`src/rtl/shift_calib.sv`:
```
// Per-tile requantization shift calibrator: tracks tile max |x| and picks the smallest fitting shift.
// Optional SHIFT_CALIB_TRACK_EN keeps max_abs as a running maximum across tiles.
module shift_calib #(
  parameter int DATA_W   = 16,
  parameter int OUT_W    = 8,
  parameter int SHIFT_W  = 4,
  parameter int TILE_LEN = 64
) (
  input  logic               clk,
  input  logic               rst,
  input  logic               start,
  input  logic               valid_in,
  input  logic [DATA_W-1:0]  din,
  output logic               busy,
  output logic [DATA_W-1:0]  max_abs,
  output logic [SHIFT_W-1:0] shift,
  output logic               shift_valid,
  output logic               sat
);

  typedef enum logic [1:0] {
    IDLE,
    COLLECT,
    CALC,
    DONE
  } state_t;

  localparam int CNT_W = 16;
  localparam logic [CNT_W-1:0] LAST =
    CNT_W'(TILE_LEN - 1);
  localparam logic [DATA_W:0] LIMIT =
    (DATA_W+1)'((1 << (OUT_W - 1)) - 1);
  localparam logic [SHIFT_W-1:0] S_MAX = '1;
  localparam logic [DATA_W-1:0] NEG_MIN =
    {1'b1, {(DATA_W-1){1'b0}}};
  localparam logic [DATA_W-1:0] POS_MAX =
    {1'b0, {(DATA_W-1){1'b1}}};

  state_t state, state_nxt;

  logic [CNT_W-1:0]   cnt;
  logic [SHIFT_W-1:0] s;
  logic [DATA_W-1:0]  abs_v;
  logic [DATA_W:0]    rnd;
  logic [DATA_W:0]    r;
  logic               fits;
  logic               take_start;
  logic               take;
  logic               finish;

  always_comb begin
    abs_v = din;
    if (din[DATA_W-1])
      abs_v = (din == NEG_MIN) ? POS_MAX : DATA_W'(-din);
  end

  // Extra top bit keeps the rounding add from wrapping.
  always_comb begin
    rnd = '0;
    if (s != '0)
      rnd = (DATA_W+1)'(1) << (s - 1'b1);
    r    = ({1'b0, max_abs} + rnd) >> s;
    fits = (r <= LIMIT);
  end

  always_comb begin
    state_nxt  = state;
    take_start = 1'b0;
    take       = 1'b0;
    finish     = 1'b0;
    unique case (state)
      IDLE: begin
        if (start) begin
          state_nxt  = COLLECT;
          take_start = 1'b1;
        end
      end
      COLLECT: begin
        if (valid_in) begin
          take = 1'b1;
          if (cnt == LAST)
            state_nxt = CALC;
        end
      end
      CALC: begin
        if (fits || s == S_MAX) begin
          finish    = 1'b1;
          state_nxt = DONE;
        end
      end
      DONE: state_nxt = IDLE;
      default: state_nxt = IDLE;
    endcase
  end

  always_ff @(posedge clk) begin
    if (rst) begin
      state   <= IDLE;
      cnt     <= '0;
      s       <= '0;
      max_abs <= '0;
      shift   <= '0;
      sat     <= 1'b0;
    end else begin
      state <= state_nxt;
      if (take_start) begin
        cnt <= '0;
        s   <= '0;
`ifndef SHIFT_CALIB_TRACK_EN
        max_abs <= '0;
`endif
      end
      if (take) begin
        cnt <= cnt + 1'b1;
        if (abs_v > max_abs)
          max_abs <= abs_v;
      end
      if (state == CALC) begin
        if (finish) begin
          shift <= s;
          sat   <= ~fits;
        end else begin
          s <= s + 1'b1;
        end
      end
    end
  end

  assign busy        = (state != IDLE);
  assign shift_valid = (state == DONE);

endmodule

```
`config.mk`:
```
export PLATFORM = sky130hd
export DESIGN_NAME = shift_calib
export DESIGN_NICKNAME = d
export VERILOG_FILES = /design/src/rtl/shift_calib.sv
export SDC_FILE = /design/constraint.sdc
export NUM_CORES = 1
export LEC_CHECK = 0
export ABC_AREA = 1
export CORE_AREA = 4 4 94 96
export DETAILED_ROUTE_END_ITERATION = 6
export DIE_AREA = 0 0 98 100
export HOLD_SLACK_MARGIN = 0.1
export PLACE_DENSITY = 0.75
export SYNTH_ARGS = -nofsm -noshare
export SYNTH_HDL_FRONTEND = slang
export SYNTH_SLANG_ARGS = --single-unit
```
`constraint.sdc`:
```
create_clock -name clk -period 3.8 [get_ports clk]
set_clock_uncertainty 0.15 [all_clocks]
set_input_delay 1.14 -clock clk [delete_from_list [all_inputs] [get_ports clk]]
set_output_delay 1.14 -clock clk [all_outputs]
set_load 0.005 [all_outputs]
```
* After elaboration in Yosys (flattened, before gate mapping)
Index checks and enable logic that the tools add are counted.
** Word-level totals
- Register bits :: 43
- Input bits :: 20
** Cells by class
- Add/subtract/negate cells :: 5
- Order comparisons :: 2
- Equality and inequality tests :: 10
- Shifts and indexed selects :: 2
- Multiplexer cells :: 22
- Bitwise operators :: 1
- Reductions and logical operators :: 7
** Operators with widths (number)
- 16-bit 2-to-1 mux :: 7
- 16-bit by 17-bit adder with 17-bit output :: 1
- 17-bit by 7-bit <= comparator with 1-bit output, second input constant :: 1
- 17-bit 2-to-1 mux :: 1
- 1-bit by 4-bit << shifter with 17-bit output, first input constant :: 1
- 17-bit by 4-bit right shift with 17-bit output :: 1
- 16-bit by 1-bit adder with 16-bit output, second input constant :: 1
- 16-bit == test, second input constant :: 1
- 16-bit by 6-bit == test with 1-bit output, second input constant :: 1
- 16-bit greater-than comparator :: 1
- 16-bit negator :: 1
- 4-bit 2-to-1 mux :: 3
- 2-bit 2-to-1 mux :: 4
- 2-bit != test, second input constant :: 4
- 2-bit case mux with 4 select lines :: 1
- 1-bit 2-to-1 mux :: 6
- 4-bit by 1-bit adder with 4-bit output, second input constant :: 1
- 2-bit == test, second input constant :: 2
- 4-bit == test, second input constant :: 1
- 4-bit AND reduction :: 1
- 2-bit nonzero test :: 2
- 4-bit nonzero test :: 1
- 4-bit by 1-bit subtractor with 4-bit output, second input constant :: 1
- 2-bit by 1-bit == test with 1-bit output, second input constant :: 1
- 4 further kinds :: 4

* Depth between registers and ports, before layout
Gate-level depths: netlist (run 1).
- Depth in word-level cells :: 11
- Gate-level depth with buffers :: 27
- Mapped depth without buffers :: 26

* Worst setup path after synthesis (run 1)
OpenSTA, ideal clock, no wires.
- Kind :: input -> register
- Start point :: input din[1]
- End point :: register max_abs[6]
- Setup time :: 117 ps
- Data arrival time :: 3775 ps
- Required time :: 3533 ps
- Slack :: -242 ps
- Cell stages on the path :: 24
- Buffers on the path :: 2
- Path through :: inv_1 -> ha_1 -> inv_1 -> nor3_2 -> inv_2 -> nor3_2 -> nand2_1 -> nor3_2 -> inv_2 -> nor2_4 -> inv_2 -> buf_4 -> nand3_2 -> ha_1 -> a21oi_1 -> nor2_1 -> nor2_1 -> a31o_2 -> o2111ai_1 -> nand2_1 -> clkinv_1 -> buf_2 -> a21oi_1 -> nor2_1
** On the way
- Cells in the longest elaborated chain, start to end :: 6
** RTL lines
- start: declaration :: RTL line 13 : input logic [DATA_W-1:0] din,
- 16-bit negator / 16-bit == test (equally long branches) :: RTL line 54 : abs_v = (din == NEG_MIN) ? POS_MAX : DATA_W'(-din);
- 16-bit 2-to-1 mux :: RTL line 54
- 16-bit 2-to-1 mux (*) :: RTL line 53 : if (din[DATA_W-1])
- 16-bit greater-than comparator :: RTL line 115 : if (abs_v > max_abs)
- 16-bit 2-to-1 mux (*) :: RTL line 115
- 16-bit 2-to-1 mux (*) :: RTL line 113 : if (take) begin
- end signal: assignment :: RTL line 116 : max_abs <= abs_v;
- end: declaration :: RTL line 15 : output logic [DATA_W-1:0] max_abs,
Mark *: on every way between the ends. The rest lies on a longest branch, timed or not.
A chain may end at the register's enable or synchronous reset.

* Final worst setup path (run 1)
- Start point :: input din[10]
- End point :: register max_abs[12]
Same word-level chain as after synthesis.

==> run_summary.xml, run 1 <==
<?xml version="1.0" encoding="UTF-8"?>
<metrics>
  <group name="pwr">
    <metric name="switching_power" unit="mW">1.081</metric>
    <metric name="vdd_ir_drop_max" unit="mV">0.2329</metric>
    <metric name="post-layout-total-power" unit="mW">2.261</metric>
    <metric name="flop_pwr_share" unit="%">25.9</metric>
    <metric name="switching_share" unit="%">47.79</metric>
    <metric name="share_clk_of_total_power" unit="%">12.8</metric>
    <metric name="powerDensity" unit="nW/um^2">413.7</metric>
    <metric name="logic_pwr_share" unit="%">61.3</metric>
    <metric name="p_leak" unit="nW">2.450</metric>
    <metric name="power.internal" unit="mW">1.181</metric>
  </group>
  <group name="hold_path">
    <metric name="hold_class" unit="">flip-flop to flip-flop</metric>
    <metric name="min_path_cells" unit="">2</metric>
    <metric name="min-delay-start" unit="">sat</metric>
    <metric name="hold-path-endpoint" unit="">sat</metric>
  </group>
  <group name="drt">
    <metric name="detailroute.via_count" unit="">4512</metric>
    <metric name="detail_route.drc_violations" unit="">0</metric>
    <metric name="post_drt_wl_per_cell" unit="um">14.39</metric>
    <metric name="detail_route.iter0.violations" unit="">227</metric>
    <metric name="vias_per_cell" unit="">5.469</metric>
    <metric name="finalWirelength" unit="um">11870</metric>
    <metric name="detailedRoute.firstPassIterationCount" unit="">5</metric>
    <metric name="detail-route-antenna-nets" unit="">0</metric>
  </group>
  <group name="synth">
    <metric name="synth_area_leaders" unit="">dfxtp_1, ha_1, nand2_1, inv_1, nor2_1</metric>
    <metric name="synthDominantCellAreaShare" unit="%">21.36</metric>
    <metric name="synth_area_per_cell" unit="sq um">6.500</metric>
    <metric name="syn-instance-count" unit="">620</metric>
    <metric name="synthesis.nets" unit="">686</metric>
    <metric name="synth.ff_latch_count" unit="">43</metric>
    <metric name="dominant_register_cell_in_the_synthesized_netlist" unit="">dfxtp_1</metric>
    <metric name="post_synth_num_cell_types" unit="">47</metric>
    <metric name="synthesis.yosys.warnings" unit="">0</metric>
    <metric name="synth_enable_flop_cells" unit="">0</metric>
    <metric name="synth_largest_area_cell" unit="">dfxtp_1</metric>
    <metric name="synth-async-reset-ratio" unit="%">0</metric>
    <metric name="synth_sequential_area_ratio" unit="%">21.36</metric>
    <metric name="netlist_area" unit="sq um">4030</metric>
  </group>
  <group name="timing">
    <metric name="fin_setup_tns" unit="ns">-0.7151</metric>
    <metric name="setup_viol_count_final" unit="">16</metric>
    <metric name="worst_slack" unit="ns">-0.07157</metric>
    <metric name="fin_crit_sh" unit="%">101.9</metric>
    <metric name="slew_at_the_pin_with_the_worst_max_slew_slack" unit="ns">0.7323</metric>
    <metric name="rsz0062_at_grt" unit="">true</metric>
    <metric name="final-hold-violation-count" unit="">0</metric>
    <metric name="timing.slew.headroom" unit="%">51.12</metric>
    <metric name="highest_attainable_clock_frequency" unit="MHz">258.3</metric>
    <metric name="finalCriticalPeriod" unit="ns">3.872</metric>
    <metric name="finalMaxSlewViolations" unit="">0</metric>
  </group>
  <group name="cts">
    <metric name="clock_net_sink_count" unit="">43</metric>
    <metric name="clkSlewWorstSetupHoldPaths" unit="ns">0.09</metric>
    <metric name="clock-root-buffer" unit="">clkbuf_8</metric>
    <metric name="cts_made_buffers" unit="">5</metric>
    <metric name="cts.path.max_buffers" unit="">2</metric>
    <metric name="insertion_delay" unit="ns">0.29</metric>
    <metric name="cts_htree_levels" unit="">2</metric>
    <metric name="tritoncts" unit="">built</metric>
  </group>
  <group name="global_route">
    <metric name="grt_antenna_before_repair" unit="">0</metric>
    <metric name="global_route.usage.total" unit="%">22.39</metric>
    <metric name="grt_pass1_vias" unit="">4186</metric>
    <metric name="overflow" unit="">0</metric>
    <metric name="grt_pass1_wl" unit="um">18670</metric>
    <metric name="grt_start_max_net_pins" unit="">25</metric>
  </group>
  <group name="setup_path">
    <metric name="r2r-end" unit="">state[1]</metric>
    <metric name="setup.worst_path.end_class" unit="">flip-flop</metric>
    <metric name="start_kind" unit="">input pin</metric>
    <metric name="r2r_start" unit="">s[0]</metric>
    <metric name="timing.reg2reg.setup_slack" unit="ns">0.37</metric>
    <metric name="crit_required" unit="ns">3.84</metric>
    <metric name="cp_max_fo" unit="">13</metric>
    <metric name="timing.reg2reg.worst_path_depth" unit="">23</metric>
    <metric name="criticalPathCategory" unit="">input pin to flip-flop</metric>
    <metric name="arrival" unit="ns">3.91</metric>
  </group>
  <group name="job">
    <metric name="timing.max_cap.violations" unit="">0</metric>
  </group>
  <group name="floorplan">
    <metric name="chipHeight" unit="um">100</metric>
    <metric name="die_area" unit="sq um">9800</metric>
    <metric name="pin_count" unit="">43</metric>
    <metric name="placeableCoreArea" unit="sq um">8051</metric>
    <metric name="start_util" unit="%">50.05</metric>
    <metric name="die_width" unit="um">98</metric>
    <metric name="num_rows" unit="">33</metric>
  </group>
  <group name="placed_design">
    <metric name="dp_slack" unit="ns">-0.7095</metric>
    <metric name="post-dp-hpwl" unit="um">8600</metric>
    <metric name="io_buffer_count" unit="">42</metric>
    <metric name="place_congestion" unit="">0.9633</metric>
  </group>
  <group name="run_status">
    <metric name="violations_in_the_final_reports" unit="">negative setup slack</metric>
    <metric name="run_status" unit="">complete, but fails checks</metric>
  </group>
  <group name="layout">
    <metric name="area_growth" unit="%">35.64</metric>
    <metric name="share_of_cells_above_drive_strength_1" unit="%">24.17</metric>
    <metric name="layout.filler_cells" unit="">665</metric>
    <metric name="num-nets-final" unit="">785</metric>
    <metric name="antenna_cells_inserted" unit="">0</metric>
  </group>
</metrics>
## synthesized netlist by cell type (4+ instances only)
library cell / instances
nand2_2: 6
nand4_1: 7
a21oi_2: 6
a22oi_1: 5
nor2_1: 70
xor2_1: 5
o21ai_0: 30
nor3_2: 6
or2_2: 6
nand2_1: 132
a21oi_1: 50
nor3_1: 20
a211oi_1: 6
inv_1: 78
inv_2: 5
clkbuf_1: 10
nand3_1: 33
dfxtp_1: 43
ha_1: 45
nand3b_1: 7
nand3_2: 11
o21ai_1: 4
## critical path: stages
cell and delay [ns]:
clkdlybuf4s50_1 0.58, inv_1 0.09, nand2_1 0.13, nor3_2 0.06
buf_4 0.13, o21ai_0 0.27, nand3_4 0.13, ha_4 0.29
nand2_1 0.06, buf_4 0.13, o21ai_0 0.17, nand2_1 0.09
o2111ai_2 0.10, nand2_2 0.13, buf_6 0.17, o21ai_1 0.18
nor2_1 0.06
## cell usage in the layout, fill, tap and decap left out, drive strengths merged, types with 26 or more instances in the layout
cell           instances
dfxtp                 43
ha                    45
nor3                  26
inv                   84
o21ai                 34
nand3                 45
buf                   63
clkdlybuf4s50         33
nand2                140
nor2                  74
a21oi                 56
## flip-flops by register name, indices dropped and copies added, names as in the netlist
register	flops
s	4
state	2
shift	4
max_abs	16
cnt	16
sat	1
## timing repair
item                       CTS  global route
setup buffers                8             2
hold buffers                 0             0
pin swaps                   15            19
gates resized for setup     42            57
setup endpoints to repair   16            27
cloned                       2             1
## logic make-up (layout without fill, tap and decap cells)
logic type / after synthesis / after routing / share of synthesized area (%)
AOI/OAI and AO/OA: 117 / 117 / 17.01
xor gates and xnor gates: 5 / 5 / 1.087
adders and majority gates: 46 / 46 / 14.47
buffers and inverters: 99 / 199 / 9.687
DFF: 43 / 43 / 21.36
and+or+nand+nor: 310 / 310 / 36.39
## worst max path at each step
stage / startpoint / to
floorplan: din[0] / max_abs[6]
global placement: din[0] / max_abs[10]
detailed placement: din[1] / max_abs[14]
CTS: din[1] / max_abs[0]
global route: din[1] / max_abs[14]
finish: din[10] / max_abs[12]
## stage by stage
step	util, %	cells	hold WS (ns)	area, sq um
final	67.89	825	0.2970	5466
after floorplan	-	620	0.2855	4090
after detailed placement	61.62	804	0.2841	4961
after global placement	61.62	804	0.2786	4961
after CTS	64.94	822	0.2980	5229
after global routing	67.89	825	0.3195	5466
## power by group through the flow
stage	clock [mW]	combinational (mW)	sequential (mW)
finish	0.289	1.39	0.585
global route	0.312	1.55	0.593
CTS	0.292	1.28	0.573
detailed placement	0	1.23	0.582
global placement	0	1.20	0.581
floorplan	0	0.862	0.566
## layout make-up
type / instances / area (sq um) / area share, %
well taps: 105 / 131.4 / 2.403
repair inverters: 3 / 36.28 / 0.6638
repair buffers: 103 / 919.6 / 16.82
clock buffers: 5 / 68.82 / 1.259
inverters: 85 / 346.6 / 6.340
clock inverters: 3 / 20.02 / 0.3662
flip-flops and latches: 43 / 863.3 / 15.79
multi-input cells: 478 / 3080 / 56.35
## per-layer routing
layer,GRT usage [%],share of wire [%],vias up
met5,0,0,-
met4,7.455,2.7,0
met3,2.224,4.4,37
met2,40.21,50,147
met1,28.08,43,2063
li1,-,-,2265
No activity file was read; power rests on OpenSTA's default activity.
==> run 2, diff against run 1 <==
- CORE_AREA: 4 4 94 96 -> 4 4 106 108
- DIE_AREA: 0 0 98 100 -> 0 0 110 112
- PLACE_DENSITY: 0.75 -> default
==> run_summary.xml, run 2 (same netlist as run 1, synthesis figures left out) <==
<?xml version="1.0" encoding="UTF-8"?>
<metrics>
  <group name="placed_design">
    <metric name="io_buffer_count" unit="">42</metric>
    <metric name="dp.cells" unit="">826</metric>
    <metric name="dp_slack" unit="ns">-0.7312</metric>
    <metric name="post-dp-hpwl" unit="um">9184</metric>
    <metric name="place_congestion" unit="">0.9236</metric>
  </group>
  <group name="timing">
    <metric name="timing.slew.headroom" unit="%">40.93</metric>
    <metric name="fin_setup_tns" unit="ns">-0.02164</metric>
    <metric name="rsz0062_at_grt" unit="">true</metric>
    <metric name="finalMaxSlewViolations" unit="">0</metric>
    <metric name="final-hold-violation-count" unit="">0</metric>
    <metric name="slew_at_the_pin_with_the_worst_max_slew_slack" unit="ns">0.8851</metric>
    <metric name="final.hold.worst_slack" unit="ns">0.2934</metric>
    <metric name="fin_crit_sh" unit="%">100.4</metric>
    <metric name="setup_viol_count_final" unit="">3</metric>
    <metric name="worst_slack" unit="ns">-0.01487</metric>
    <metric name="highest_attainable_clock_frequency" unit="MHz">262.1</metric>
    <metric name="finalCriticalPeriod" unit="ns">3.815</metric>
  </group>
  <group name="run_status">
    <metric name="run_status" unit="">complete, but fails checks</metric>
    <metric name="violations_in_the_final_reports" unit="">negative setup slack</metric>
  </group>
  <group name="global_route">
    <metric name="grt_pass1_vias" unit="">4148</metric>
    <metric name="grt_antenna_before_repair" unit="">0</metric>
    <metric name="grt_start_max_net_pins" unit="">25</metric>
    <metric name="busiest_layer" unit="">met2</metric>
    <metric name="grt_use_met2" unit="%">32.24</metric>
    <metric name="overflow" unit="">0</metric>
    <metric name="global_route.usage.total" unit="%">19.04</metric>
    <metric name="gr_util_met1" unit="%">25.16</metric>
    <metric name="grt_pass1_wl" unit="um">19200</metric>
    <metric name="groute.layer.met3.usage" unit="%">2.435</metric>
  </group>
  <group name="pwr">
    <metric name="powerDensity" unit="nW/um^2">409.7</metric>
    <metric name="p_leak" unit="nW">2.431</metric>
    <metric name="vdd_ir_drop_max" unit="mV">0.1810</metric>
    <metric name="post-layout-total-power" unit="mW">2.246</metric>
  </group>
  <group name="cts">
    <metric name="clock_net_sink_count" unit="">43</metric>
    <metric name="clock-root-buffer" unit="">clkbuf_8</metric>
    <metric name="cts.path.max_buffers" unit="">2</metric>
    <metric name="tritoncts" unit="">built</metric>
    <metric name="cts_made_buffers" unit="">5</metric>
    <metric name="cts_htree_levels" unit="">2</metric>
    <metric name="clkSlewWorstSetupHoldPaths" unit="ns">0.08</metric>
    <metric name="insertion_delay" unit="ns">0.30</metric>
    <metric name="post_cts_hold_buffer_count" unit="">0</metric>
  </group>
  <group name="layout">
    <metric name="area_growth" unit="%">36.04</metric>
    <metric name="layout.cells.most_common_list" unit="">nand2_1, inv_1, nor2_1</metric>
    <metric name="share_of_cells_above_drive_strength_1" unit="%">24.68</metric>
    <metric name="layout.filler_cells" unit="">972</metric>
    <metric name="num-nets-final" unit="">778</metric>
    <metric name="reg_top3" unit="">cnt: 16 flops, max_abs: 16 flops</metric>
    <metric name="multiInputGateArea" unit="sq um">3149</metric>
    <metric name="antenna_cells_inserted" unit="">0</metric>
    <metric name="layoutNonFillerInstCount" unit="">849</metric>
    <metric name="mostFrequentLayoutCell" unit="">nand2_1</metric>
    <metric name="layout.area.seq" unit="sq um">863.3</metric>
  </group>
  <group name="drt">
    <metric name="detailedRoute.firstPassIterationCount" unit="">6</metric>
    <metric name="detail_route.iter0.violations" unit="">220</metric>
    <metric name="detail_route.drc_violations" unit="">0</metric>
    <metric name="detail-route-antenna-nets" unit="">0</metric>
    <metric name="post_drt_wl_per_cell" unit="um">13.94</metric>
    <metric name="finalWirelength" unit="um">11830</metric>
    <metric name="detailroute.via_count" unit="">4456</metric>
    <metric name="vias_per_cell" unit="">5.249</metric>
  </group>
  <group name="setup_path">
    <metric name="crit_required" unit="ns">3.84</metric>
    <metric name="setup.worst_path.end_class" unit="">flip-flop</metric>
    <metric name="criticalPathCategory" unit="">input pin to flip-flop</metric>
    <metric name="cp_max_fo" unit="">5</metric>
    <metric name="timing.reg2reg.setup_slack" unit="ns">0.35</metric>
    <metric name="arrival" unit="ns">3.85</metric>
    <metric name="start_kind" unit="">input pin</metric>
  </group>
  <group name="job">
    <metric name="timing.max_cap.violations" unit="">0</metric>
  </group>
  <group name="floorplan">
    <metric name="chipHeight" unit="um">112</metric>
    <metric name="num_rows" unit="">37</metric>
    <metric name="pin_count" unit="">43</metric>
    <metric name="start_util" unit="%">39.39</metric>
    <metric name="die_width" unit="um">110</metric>
    <metric name="die_area" unit="sq um">12320</metric>
    <metric name="placeableCoreArea" unit="sq um">10230</metric>
  </group>
  <group name="hold_path">
    <metric name="hold_class" unit="">flip-flop to flip-flop</metric>
  </group>
</metrics>
run 2: cell count changes in the layout (fill, tap and decap cells not counted), sizes merged:
cell	change
dlymetal6s2s	-1
clkinv	-2
clkdlybuf4s15	-1
clkdlybuf4s50	-1
clkinvlp	-1
clkbuf	+1
buf	-5
dlygate4sd2	+3
run 2: final timing paths:
kind                            startpoint          to  cells past startpoint
worst max-delay path                din[0]  max_abs[2]                     21
worst min register to register         sat         sat                      2
worst max register to register        s[1]    state[0]                     24
worst min-delay path                   sat         sat                      2
run 2: metrics by stage:
step	cell area (sq um)	util, %
after floorplan	4090	-
after global placement	4920	48.09
after detailed placement	4920	48.09
after CTS	5221	51.03
after global routing	5483	53.59
final	5483	53.59
run 2: repair_timing:
action                     CTS  global route
gates cloned                 2             0
pin swaps                   21            34
buffers inserted             9             4
setup endpoints to repair   16            26
resized for setup           64            60
run 2: routing by layer:
layer	routed length (um)	part of all wire, %	vias up
met1	5425	46	2115
met4	208	1.8	0
met2	5898	50	71
li1	-	-	2253
met5	0	0	-
met3	300	2.5	17
run 2: report_power, final:
group | total [mW] | leakage (nW) | switching (mW) | internal, mW
Clock | 0.288 | 0.0412 | 0.160 | 0.129
Combinational | 1.38 | 2.04 | 0.842 | 0.538
Sequential | 0.578 | 0.349 | 0.0744 | 0.504
Total | 2.25 | 2.43 | 1.08 | 1.17
run 2: area by class of cell:
type / instances / share of cell area [%]
clock inverters: 2 / 0.2282
repair inverters: 1 / 0.2054
repair buffers: 98 / 15.72
inverters: 85 / 6.230
well taps: 136 / 3.104
multi-input cells: 478 / 57.44
clock buffers: 6 / 1.324
flip-flops and latches: 43 / 15.75
run 2: critical path: stages:
cell,delay (ns)
buf_6,0.10
inv_4,0.05
ha_4,0.12
inv_2,0.03
nor3_2,0.13
inv_2,0.07
nor3_4,0.16
buf_4,0.14
buf_4,0.10
inv_1,0.06
o2111a_2,0.31
ha_4,0.29
nand2_4,0.07
nor2_4,0.11
nand4_1,0.13
a31o_4,0.25
o2111ai_4,0.07
nand2_4,0.16
buf_6,0.17
o21ai_4,0.14
nor2_2,0.05
